### src/rtl/i2c_reg_ctrl_pkg.sv
// Shared FSM encoding and read/write flag constants for the I2C register-bank sequencer.
package i2c_reg_ctrl_pkg;

   typedef enum logic [3:0] {
      IDLE    = 4'b0001,
      GET_PTR = 4'b0010,
      RECV    = 4'b0100,
      SEND    = 4'b1000
   } state_t;

   localparam logic RW_SLAVE_RECV = 1'b1;
   localparam logic RW_SLAVE_SEND = 1'b0;

endpackage

### src/rtl/i2c_reg_bank.sv
// REG_COUNT x 8 register storage with an I2C write port that takes priority over the host write port.
module i2c_reg_bank
   import i2c_reg_ctrl_pkg::*;
#(
   parameter int         REG_COUNT   = 16,
   parameter logic [7:0] RESET_VALUE = 8'h00,
   parameter int         PTR_W       = $clog2(REG_COUNT)
) (
   input  logic             clock,
   input  logic             reset,
   input  logic             i2c_wr_en,
   input  logic [PTR_W-1:0] i2c_wr_addr,
   input  logic [7:0]       i2c_wr_data,
   input  logic             host_wr_en,
   input  logic [PTR_W-1:0] host_wr_addr,
   input  logic [7:0]       host_wr_data,
   input  logic [PTR_W-1:0] host_rd_addr,
   output logic [7:0]       host_rd_data,
   input  logic [PTR_W-1:0] ptr_addr,
   output logic [7:0]       ptr_data
);

   logic [7:0] mem [REG_COUNT];

   // The I2C assignment comes last so it overrides a host write to the same register.
   always_ff @(posedge clock) begin
      if (reset) begin
         for (int i = 0; i < REG_COUNT; i++) begin
            mem[i] <= RESET_VALUE;
         end
      end else begin
         if (host_wr_en) begin
            mem[host_wr_addr] <= host_wr_data;
         end
         if (i2c_wr_en) begin
            mem[i2c_wr_addr] <= i2c_wr_data;
         end
      end
   end

   assign host_rd_data = mem[host_rd_addr];
   assign ptr_data     = mem[ptr_addr];

endmodule

### src/rtl/i2c_slave_reg_ctrl.sv
// I2C register-bank sequencer: first inbound byte sets the pointer, later bytes write/read with auto-increment.
// Optional write protection enabled by defining I2C_REG_CTRL_WRITE_PROTECT_EN.
module i2c_slave_reg_ctrl
   import i2c_reg_ctrl_pkg::*;
#(
   parameter int         REG_COUNT   = 16,
   parameter logic [7:0] RESET_VALUE = 8'h00,
   localparam int        PTR_W       = $clog2(REG_COUNT)
) (
   input  logic             clock,
   input  logic             reset,
   input  logic             enable,
   output logic             slv_enable,
   input  logic [7:0]       slv_data_read,
   output logic [7:0]       slv_data_write,
   input  logic             slv_read_write_flag,
   input  logic             slv_data_finish,
   input  logic             slv_transfer_status,
   input  logic             slv_error,
   input  logic [PTR_W-1:0] host_rd_addr,
   output logic [7:0]       host_rd_data,
   input  logic             host_wr_en,
   input  logic [PTR_W-1:0] host_wr_addr,
   input  logic [7:0]       host_wr_data,
`ifdef I2C_REG_CTRL_WRITE_PROTECT_EN
   input  logic [REG_COUNT-1:0] wp_mask,
   output logic             wp_violation,
`endif
   output logic             reg_written,
   output logic [PTR_W-1:0] reg_written_addr,
   output logic [PTR_W-1:0] reg_ptr,
   output logic             ptr_error
);

   localparam logic [8:0] COUNT9 = 9'(REG_COUNT);

   state_t     state;
   logic       status_d;
   logic       xfer_start;
   logic       xfer_end;
   logic       rx_byte_ok;
   logic       i2c_wr_en;
   logic [7:0] ptr_data;

   assign xfer_start = slv_transfer_status & ~status_d;
   assign xfer_end   = ~slv_transfer_status & status_d;
   assign rx_byte_ok = (state == RECV) && slv_data_finish && !slv_error;

`ifdef I2C_REG_CTRL_WRITE_PROTECT_EN
   logic wp_hit;
   assign wp_hit    = wp_mask[reg_ptr];
   assign i2c_wr_en = rx_byte_ok && !wp_hit;
`else
   assign i2c_wr_en = rx_byte_ok;
`endif

   i2c_reg_bank #(
      .REG_COUNT   (REG_COUNT),
      .RESET_VALUE (RESET_VALUE),
      .PTR_W       (PTR_W)
   ) u_bank (
      .clock        (clock),
      .reset        (reset),
      .i2c_wr_en    (i2c_wr_en),
      .i2c_wr_addr  (reg_ptr),
      .i2c_wr_data  (slv_data_read),
      .host_wr_en   (host_wr_en),
      .host_wr_addr (host_wr_addr),
      .host_wr_data (host_wr_data),
      .host_rd_addr (host_rd_addr),
      .host_rd_data (host_rd_data),
      .ptr_addr     (reg_ptr),
      .ptr_data     (ptr_data)
   );

   // A byte finishing together with the transfer end is still processed before returning to IDLE.
   always_ff @(posedge clock) begin
      if (reset) begin
         state            <= IDLE;
         status_d         <= 1'b0;
         slv_enable       <= 1'b0;
         slv_data_write   <= RESET_VALUE;
         reg_ptr          <= '0;
         reg_written      <= 1'b0;
         reg_written_addr <= '0;
         ptr_error        <= 1'b0;
`ifdef I2C_REG_CTRL_WRITE_PROTECT_EN
         wp_violation     <= 1'b0;
`endif
      end else begin
         status_d       <= slv_transfer_status;
         slv_enable     <= enable;
         slv_data_write <= ptr_data;
         reg_written    <= i2c_wr_en;
         if (i2c_wr_en) begin
            reg_written_addr <= reg_ptr;
         end
         case (state)
            IDLE: begin
               if (xfer_start) begin
                  ptr_error <= 1'b0;
`ifdef I2C_REG_CTRL_WRITE_PROTECT_EN
                  wp_violation <= 1'b0;
`endif
                  state <= (slv_read_write_flag == RW_SLAVE_RECV) ? GET_PTR : SEND;
               end
            end
            GET_PTR: begin
               if (slv_data_finish) begin
                  reg_ptr <= slv_data_read[PTR_W-1:0];
                  if ({1'b0, slv_data_read} >= COUNT9) begin
                     ptr_error <= 1'b1;
                  end
                  state <= RECV;
               end
               if (xfer_end) begin
                  state <= IDLE;
               end
            end
            RECV: begin
               // Protected registers still advance the pointer so the stream stays aligned.
               if (rx_byte_ok) begin
                  reg_ptr <= reg_ptr + 1'b1;
`ifdef I2C_REG_CTRL_WRITE_PROTECT_EN
                  if (wp_hit) begin
                     wp_violation <= 1'b1;
                  end
`endif
               end
               if (xfer_end) begin
                  state <= IDLE;
               end
            end
            SEND: begin
               if (slv_data_finish) begin
                  reg_ptr <= reg_ptr + 1'b1;
               end
               if (xfer_end) begin
                  state <= IDLE;
               end
            end
            default: state <= IDLE;
         endcase
      end
   end

endmodule

### config.mk
export PLATFORM = sky130hd
export DESIGN_NAME = i2c_slave_reg_ctrl
export DESIGN_NICKNAME = d
export VERILOG_FILES = /design/src/rtl/i2c_reg_ctrl_pkg.sv /design/src/rtl/i2c_reg_bank.sv /design/src/rtl/i2c_slave_reg_ctrl.sv
export SDC_FILE = /design/constraint.sdc
export NUM_CORES = 1
export LEC_CHECK = 0
export CORE_MARGIN = 1
export CORE_UTILIZATION = 65
export DETAILED_ROUTE_END_ITERATION = 8
export PLACE_DENSITY_LB_ADDON = 0.08
export SYNTH_ARGS = -nofsm -noshare
export SYNTH_HDL_FRONTEND = slang
export SYNTH_SLANG_ARGS = --single-unit
### constraint.sdc
create_clock -name clock -period 4.8 [get_ports clock]
set_input_delay 0.96 -clock clock [delete_from_list [all_inputs] [get_ports clock]]
set_output_delay 0.96 -clock clock [all_outputs]
set_load 0.03 [all_outputs]
# Word-level counts from Yosys, hierarchy flattened
# Memories as Yosys holds them, arrays and structs flattened. A register that Yosys moved wholly into a read port is not among the register bits.
# Index checks and enable logic that the tools add are counted.
dict set report classes {
  n_lt_le_gt_ge 1
  mux 28
  add_sub_neg 1
  n_reduce_logical 11
  bitwise_logic 4
  n_eq_ne 11
}
# cell count
set op_table {}
lappend op_table {{$mux 4} 10}
lappend op_table {{$pmux 4 s3} 2}
lappend op_table {{$mux 8} 2}
lappend op_table {{$reduce_or 8->1} 2}
lappend op_table {{$mux 1} 13}
lappend op_table {{$ne 2x2->1 const B} 5}
lappend op_table {{$ge 8x5->1 const B} 1}
lappend op_table {{$reduce_and 4->1} 2}
lappend op_table {{$add 4x1->4 const B} 1}
lappend op_table {{$eq 4x1->1 const B} 1}
lappend op_table {{$eq 4x2->1 const B} 1}
lappend op_table {{$eq 4x3->1 const B} 1}
lappend op_table {{$eq 4x4->1 const B} 1}
lappend op_table {{$ne 3x3->1 const B} 1}
lappend op_table {{$reduce_and 3->1} 1}
lappend op_table {{$reduce_bool 3->1} 1}
lappend op_table {{$and 1x1->1} 2}
lappend op_table {{$logic_and 1x1->1} 2}
lappend op_table {{$ne 2x1->1 const B} 1}
lappend op_table {{$not 1->1} 2}
lappend op_table {{$pmux 1 s2} 1}
lappend op_table {{$reduce_bool 2->1} 1}
lappend op_table {{$reduce_or 2->1} 1}
lappend op_table {{$logic_not 1->1} 1}
dict set report word_totals {
  n_memories 1
  in_bits 32
  ram_bits 128
  reg_bits 16
  elab_cells 64
  output_inout_bits 27
}
# name words width read_ports rd_ports_with_merged_regs wr line_no
set memory_table {}
lappend memory_table {u_bank.mem 16 8 2 1 16 i2c_reg_bank.sv:23} ;# logic [7:0] mem [REG_COUNT];

# Depth between registers and ports, before layout
# Gate-level depths: netlist of the first run.
dict set report logic_depth {
  ltp_word 8
  depth_mapped 11
  mapped_depth_nobuf 6
}

# Cells and area by module
# A second synthesis of the first run with hierarchy kept.
dict set report unflattened {
  cells_unflattened 652
  hier_area_um2 8809.7
}
# mod seq_area_each_um2 cells_each area_each_um2 n_inst
set modules_own_cells {}
lappend modules_own_cells {i2c_reg_bank 3843.7 543 7785.0 1}
lappend modules_own_cells {i2c_slave_reg_ctrl 480.5 109 1024.7 1}

# Worst setup path before layout of the first run
# No wires, ideal clock.
dict set report synth_path {
  kind {input-to-output}
  from {in host_rd_addr[0]}
  to {out host_rd_data[1]}
  path_stages 5
  t_required_ns 3.840
  slack_ns 1.447
  n_path_buf 2
  arrival_time_ns 2.393
  cell_sequence {clkbuf_1 -> buf_2 -> mux4_2 -> a22oi_1 -> nand2_1}
}
dict set report synth_via {
  elab_chain_cells 1
}
# item line_no
set synth_lines {}
lappend synth_lines {{from (decl)} i2c_slave_reg_ctrl.sv:20} ;# input logic [PTR_W-1:0] host_rd_addr,
lappend synth_lines {{$mem_v2 16x8} n/a}
lappend synth_lines {{to (decl)} i2c_slave_reg_ctrl.sv:21} ;# output logic [7:0] host_rd_data,
# Every way passes these cells.

# Final worst setup path of the first run
dict set report layout_path {
  from {in host_rd_addr[1]}
  to {out host_rd_data[4]}
}
# Same word-level chain as after synthesis.

==> results of run 1 <==
==> power by group <==
group | internal (mW) | switching [mW]
logic | 0.152 | 0.208
registers | 1.50 | 0.0711
clock network | 0.683 | 0.610
total | 2.34 | 0.889
==> worst register-to-register path: cells and delay by family, from the launching register on <==
family / cells / cell delay, ps
flip-flops: 1 / 410
AND/OR/NAND/NOR: 3 / 1960
==> stage by stage <==
stage          power (mW)  std cells  setup WS, ps  cell area, um^2
5_1_grt              3.28       1073           624            10300
3_5_place_dp         1.95       1041           747             9730
3_3_place_gp         1.94       1041           759             9730
4_1_cts              3.20       1073           743            10300
6_report             3.23       1074           736            10300
2_1_floorplan        1.78        870          1450             9160
==> layout by cell type, fill, tap and decap left out, types with 10 or more instances in the layout <==
| master | Yosys | final |
|---|---|---|
| a21oi_1 | 10 | 10 |
| a22oi_1 | 17 | 17 |
| buf_4 | 0 | 16 |
| clkbuf_16 | 0 | 17 |
| clkdlybuf4s50_1 | 0 | 57 |
| dfxtp_1 | 24 | 23 |
| edfxtp_1 | 128 | 128 |
| inv_1 | 17 | 17 |
| mux4_2 | 62 | 62 |
| nand2_1 | 218 | 218 |
| nand3_1 | 46 | 46 |
| nor2_1 | 22 | 22 |
| nor2b_1 | 12 | 12 |
| o21ai_0 | 99 | 99 |
| or3_1 | 18 | 18 |
==> final cells by class <==
type / count / area [um^2]
inverter: 17 / 63.8
sequential: 152 / 4330
clock inverter: 15 / 138
clock buffer: 17 / 425
multi-input combinational: 617 / 4400
antenna: 1 / 2.50
tap: 180 / 225
timing repair buffer: 75 / 716
fill: 919 / 3530
==> cells by family after synthesis <==
group	count (synthesis)
AOI/OAI and AO/OA	166
xor gates and xnor gates	1
adders and majority gates	4
buffers and inverters	101
DFF	152
muxes	68
and+or+nand+nor	378
==> final timing paths <==
path / cells after the start / endpoint
max: 6 / host_rd_data[4]
min: 2 / reg_written_addr[3]$_SDFFE_PP0P_
max reg2reg: 3 / u_bank.mem[1][1]$_DFFE_PP_
min reg2reg: 2 / reg_written_addr[3]$_SDFFE_PP0P_
==> state kept, by name, indices dropped and copies added (netlist names) <==
register          flops
u_bank.mem          128
slv_data_write        8
reg_ptr               4
reg_written_addr      4
state                 4
ptr_error             1
reg_written           1
slv_enable            1
status_d              1
==> layer usage <==
layer / part of all wire, % / up-vias
met5: 0 / -
met4: 4.2 / 0
met3: 17 / 106
met2: 45 / 726
met1: 34 / 3676
li1: - / 3266
==> flow_summary.ini, run 1 <==
[status]
outcome = finished, final reports clean

[logic_synthesis]
yosysWarnings = 0
ys_top_cells_by_count = nand2_1, edfxtp_1, o21ai_0, mux4_2, nand3_1
synth_xor_xnor_area_share_pct = 0.0956
async_reset_ff_share_pct = 0
seq_area_frac_synth_pct = 47.2
synth_top_area_share_pct = 42.0
avgSynthCellArea_um2 = 10.5
yosys_most_used_dff = edfxtp_1
synthDistinctLibCells = 56
synth_adder_area_share_pct = 0.546
synth_edf_count = 128
synthCells = 870
synth-compound-area-share_pct = 11.0
synth.most_common_cell = nand2_1
synth_nets = 906
ys_ff_latch = 152
yosys-mux-area-fraction_pct = 15.9
netlist_area_um2 = 9160
synth-simple-area-share_pct = 20.4
yosysTopAreaCell = edfxtp_1
synth_top_family_by_area = simple AND/OR/NAND/NOR gates
synthTopCellsByArea = edfxtp_1, mux4_2, nand2_1, o21ai_0, dfxtp_1

[floorplanning]
io_pins = 59
die-area_um2 = 14600
core-area_um2 = 13800
die_h_um = 121
die_x_um = 121
start_util_pct = 66.3
num_rows = 43

[critical_path]
required_ps = 3840
rr_startpoint = state[3]$_SDFFE_PP0P_
crit_start = host_rd_addr[1]
cpLargestDelayFamily = buffers and inverters
cp_slowest_cell = clkdlybuf4s50_1
critical_path_class = in2out
critPathLaunchType = input pin
crit_chain = clkdlybuf4s50_1 -> buf_4 -> mux4_2 -> a22oi_1 -> nand2_1 -> clkdlybuf4s50_1
crit_top_cell = clkdlybuf4s50_1
cp_max_fo = 32
path_buf_inv = 3
cpPeakStageDelay_ps = 620
arrival_ps = 3100
ff2ff_setup_slack_ps = 2090
endpoint_kind = output pin

[grt]
grt_util_all_layers_pct = 42.3
grt_pass1_wl_um = 43400
antenna_found_initial = 0
overflow = 0
gr-usage-met1_pct = 57.7
grt_use_met2_pct = 64.0
grt_max_degree = 40
met3_usage_pct = 12.3
grt.busiest_layer = met2
first_global_vias = 7118

[timing]
relSlewSlack_pct = 26.6
fin_crit_sh_pct = 84.7
timing.fmax_mhz = 246
tightest_slew_ps = 1100
drv_slew = 0
timing.final.crit_period_ps = 4060
hold_viol = 0
whs_ps = 464
clock_skew_ps = 15.6
timing.setup.tns_ps = 0
setup_viol = 0
rsz0062_at_grt = false

[clock_tree]
hold_buffers = 0
cts_setup_buffers = 0
root_buffer = clkbuf_16
numCtsBuffers = 17
cts_resized = 0
cts_tree = yes
cts_num_sinks = 152
clk_latency_ps = 430
cts_max_level = 4
clk_pin_slew_worst_paths_ps = 70
clockBufferDepth = 2

[pwr]
ir_worst_vdd_v = 0.000264
p_leak_nw = 3.40
power_density_nw_per_um2 = 314

[detailed_routing]
routed_wl_um = 29200
drt_iter0_markers = 1524
vias = 7774
ant_nets = 0
avgViaCountPerCell = 7.24
drtPass1Iterations = 6
drc = 0
wl_per_cell_um = 27.2

[run]
cap_violations = 0

[placement]
gp_congestion = 1.04
portBuffers = 58
dp.final_hpwl_um = 20900

[finish]
area_growth_pct = 12.3
post-route-util_pct = 74.4
fin_nets = 916
drive_gt1_share_pct = 14.9

[min_path]
hold_start = reg_written_addr[3]$_SDFFE_PP0P_
hold_class = reg2reg
Power figures use the tool's default switching activity.
==> inputs of run 2 (changes only) <==
--- a/config.mk
+++ b/config.mk
@@ -6,7 +6,7 @@
 export NUM_CORES = 1
 export LEC_CHECK = 0
 export CORE_MARGIN = 1
-export CORE_UTILIZATION = 65
+export CORE_UTILIZATION = 54
 export DETAILED_ROUTE_END_ITERATION = 8
 export PLACE_DENSITY_LB_ADDON = 0.08
 export SYNTH_ARGS = -nofsm -noshare
==> constraint.sdc (replaced) <==
create_clock -name clock -period 3.65 [get_ports clock]
set_input_delay 0.73 -clock clock [delete_from_list [all_inputs] [get_ports clock]]
set_output_delay 0.73 -clock clock [all_outputs]
set_load 0.03 [all_outputs]
==> run 2 against run 1 <==
  * Design area grew 2.9%
  * Die area grew 20%
  * Sequential share of layout area shrank 1.2 points
  * Largest cell class unchanged
  * Critical path depth is the same
  * Global-route usage shrank 7.0 points
  * Clock power grew 43%
  * Core utilization shrank 11 points
==> flow_summary.ini, run 2 (synthesized netlist as in run 1, its figures left out) <==
[critical_path]
cp_slowest_cell = clkdlybuf4s50_1
cpPeakStageDelay_ps = 620
crit_chain = clkdlybuf4s50_1 -> buf_12 -> mux4_2 -> a22oi_1 -> nand2_1 -> clkdlybuf4s50_1
endpoint_kind = output pin
arrival_ps = 2760
cpLargestDelayFamily = buffers and inverters
path_buf_inv = 3
required_ps = 2920
crit_top_cell = clkdlybuf4s50_1
cp_max_fo = 32
critical_path_class = in2out
critPathLaunchType = input pin

[pwr]
ir_worst_vdd_v = 0.000338
power_density_nw_per_um2 = 416
power_mw = 4.40
p_leak_nw = 3.55

[clock_tree]
cts_tree = yes
clk_pin_slew_worst_paths_ps = 60
cts_setup_buffers = 0
clk_latency_ps = 430
clockBufferDepth = 2
hold_buffers = 0
numCtsBuffers = 17
cts_num_sinks = 152
cts_resized = 0
root_buffer = clkbuf_16
cts_max_level = 4

[finish]
seqCellArea_um2 = 4330
fin_area_um2 = 10600
drive_gt1_share_pct = 16.9
multi_input_area_um2 = 4400
largestRegisters = u_bank.mem: 128 flops, slv_data_write: 8 flops
nFillCells = 1262
final_common_cell = nand2_1
fin_nets = 941
diodes = 0
regMostFlops = u_bank.mem
largest_reg_flops = 128
area_growth_pct = 15.6
final_cell_mix = nand2_1, edfxtp_1, o21ai_0

[detailed_routing]
avgViaCountPerCell = 6.68
routed_wl_um = 29600
wl_met2_um = 13400
ant_nets = 0
drtPass1Iterations = 6
drt_iter0_markers = 1092
m1WireLength_um = 11800
routed-wl-met3_um = 3450
wl_per_cell_um = 26.0
drc = 0
vias = 7591
routed.top_layer = met4

[floorplanning]
core-area_um2 = 16600
io_pins = 59
die_x_um = 132
num_rows = 47
die_h_um = 132
die-area_um2 = 17500
start_util_pct = 55.2

[grt]
grt_pass1_wl_um = 44200
antenna_found_initial = 0
first_global_vias = 7125
grt_max_degree = 33
overflow = 0
grt_util_all_layers_pct = 35.3

[timing]
timing.final.crit_period_ps = 3490
hold_viol = 0
timing.setup.tns_ps = 0
clock_skew_ps = 12.1
setup_viol = 0
rsz0062_at_grt = false
timing.fmax_mhz = 287
drv_slew = 0
tightest_slew_ps = 1150
setup_slack_ps = 161
relSlewSlack_pct = 22.9
fin_crit_sh_pct = 95.6

[placement]
dpl_worst_slack_ps = 169
dp.final_hpwl_um = 21200
gp_congestion = 0.906
portBuffers = 58
place_area_um2 = 9980

[status]
outcome = finished, final reports clean

[run]
cap_violations = 0

[min_path]
hold_class = reg2reg
[run 2: changes by cell type in the layout (fill, tap and decap cells not counted), sizes merged]
cell and delta:
diode -1, clkinvlp +1, buf +25, clkbuf +2, clkinv -2, bufinv +4, inv -6
[run 2: final timing paths]
path / from / end / slack, ps / depth (start not counted)
setup / recovery: host_rd_addr[1] / host_rd_data[2] / 160 / 6
hold / removal: reg_written_addr[3]$_SDFFE_PP0P_ / reg_written_addr[3]$_SDFFE_PP0P_ / 470 / 2
setup reg to reg: reg_ptr[1]$_SDFFE_PP0P_ / u_bank.mem[1][5]$_DFFE_PP_ / 1050 / 6
hold reg to reg: reg_written_addr[3]$_SDFFE_PP0P_ / reg_written_addr[3]$_SDFFE_PP0P_ / 470 / 2
[run 2: report_power, final]
group          switching (mW)  internal [mW]
combinational           0.274          0.210
clock                   0.712           1.14
sequential             0.0903           1.98
total                    1.08           3.33
[run 2: cell type report]
type | instances | area share, %
clock buffers | 19 | 4.09
clock inverters | 12 | 1.67
inverters | 17 | 0.603
multi-input cells | 617 | 41.5
flip-flops and latches | 152 | 40.9
well taps | 220 | 2.60
repair buffers | 100 | 8.65
[run 2: tightest hold or removal path, stage by stage, from the launching register on]
cell and delay [ps]:
dfxtp_1 310, nand2_1 50, a21oi_1 50
[run 2: per-stage QoR]
stage | utilization (%) | instances | hold WS (ps)
detailed placement | 60.2 | 1106 | 449
global placement | 60.2 | 1106 | 448
finish | 63.8 | 1137 | 467
floorplan | - | 870 | 509
CTS | 63.8 | 1137 | 464
global route | 63.8 | 1137 | 485
[run 2: layer usage]
layer	vias to the layer above	GRT usage, %
met3	67	6.84
li1	3307	-
met4	0	13.5
met1	3691	50.6
met5	-	0
met2	526	53.3
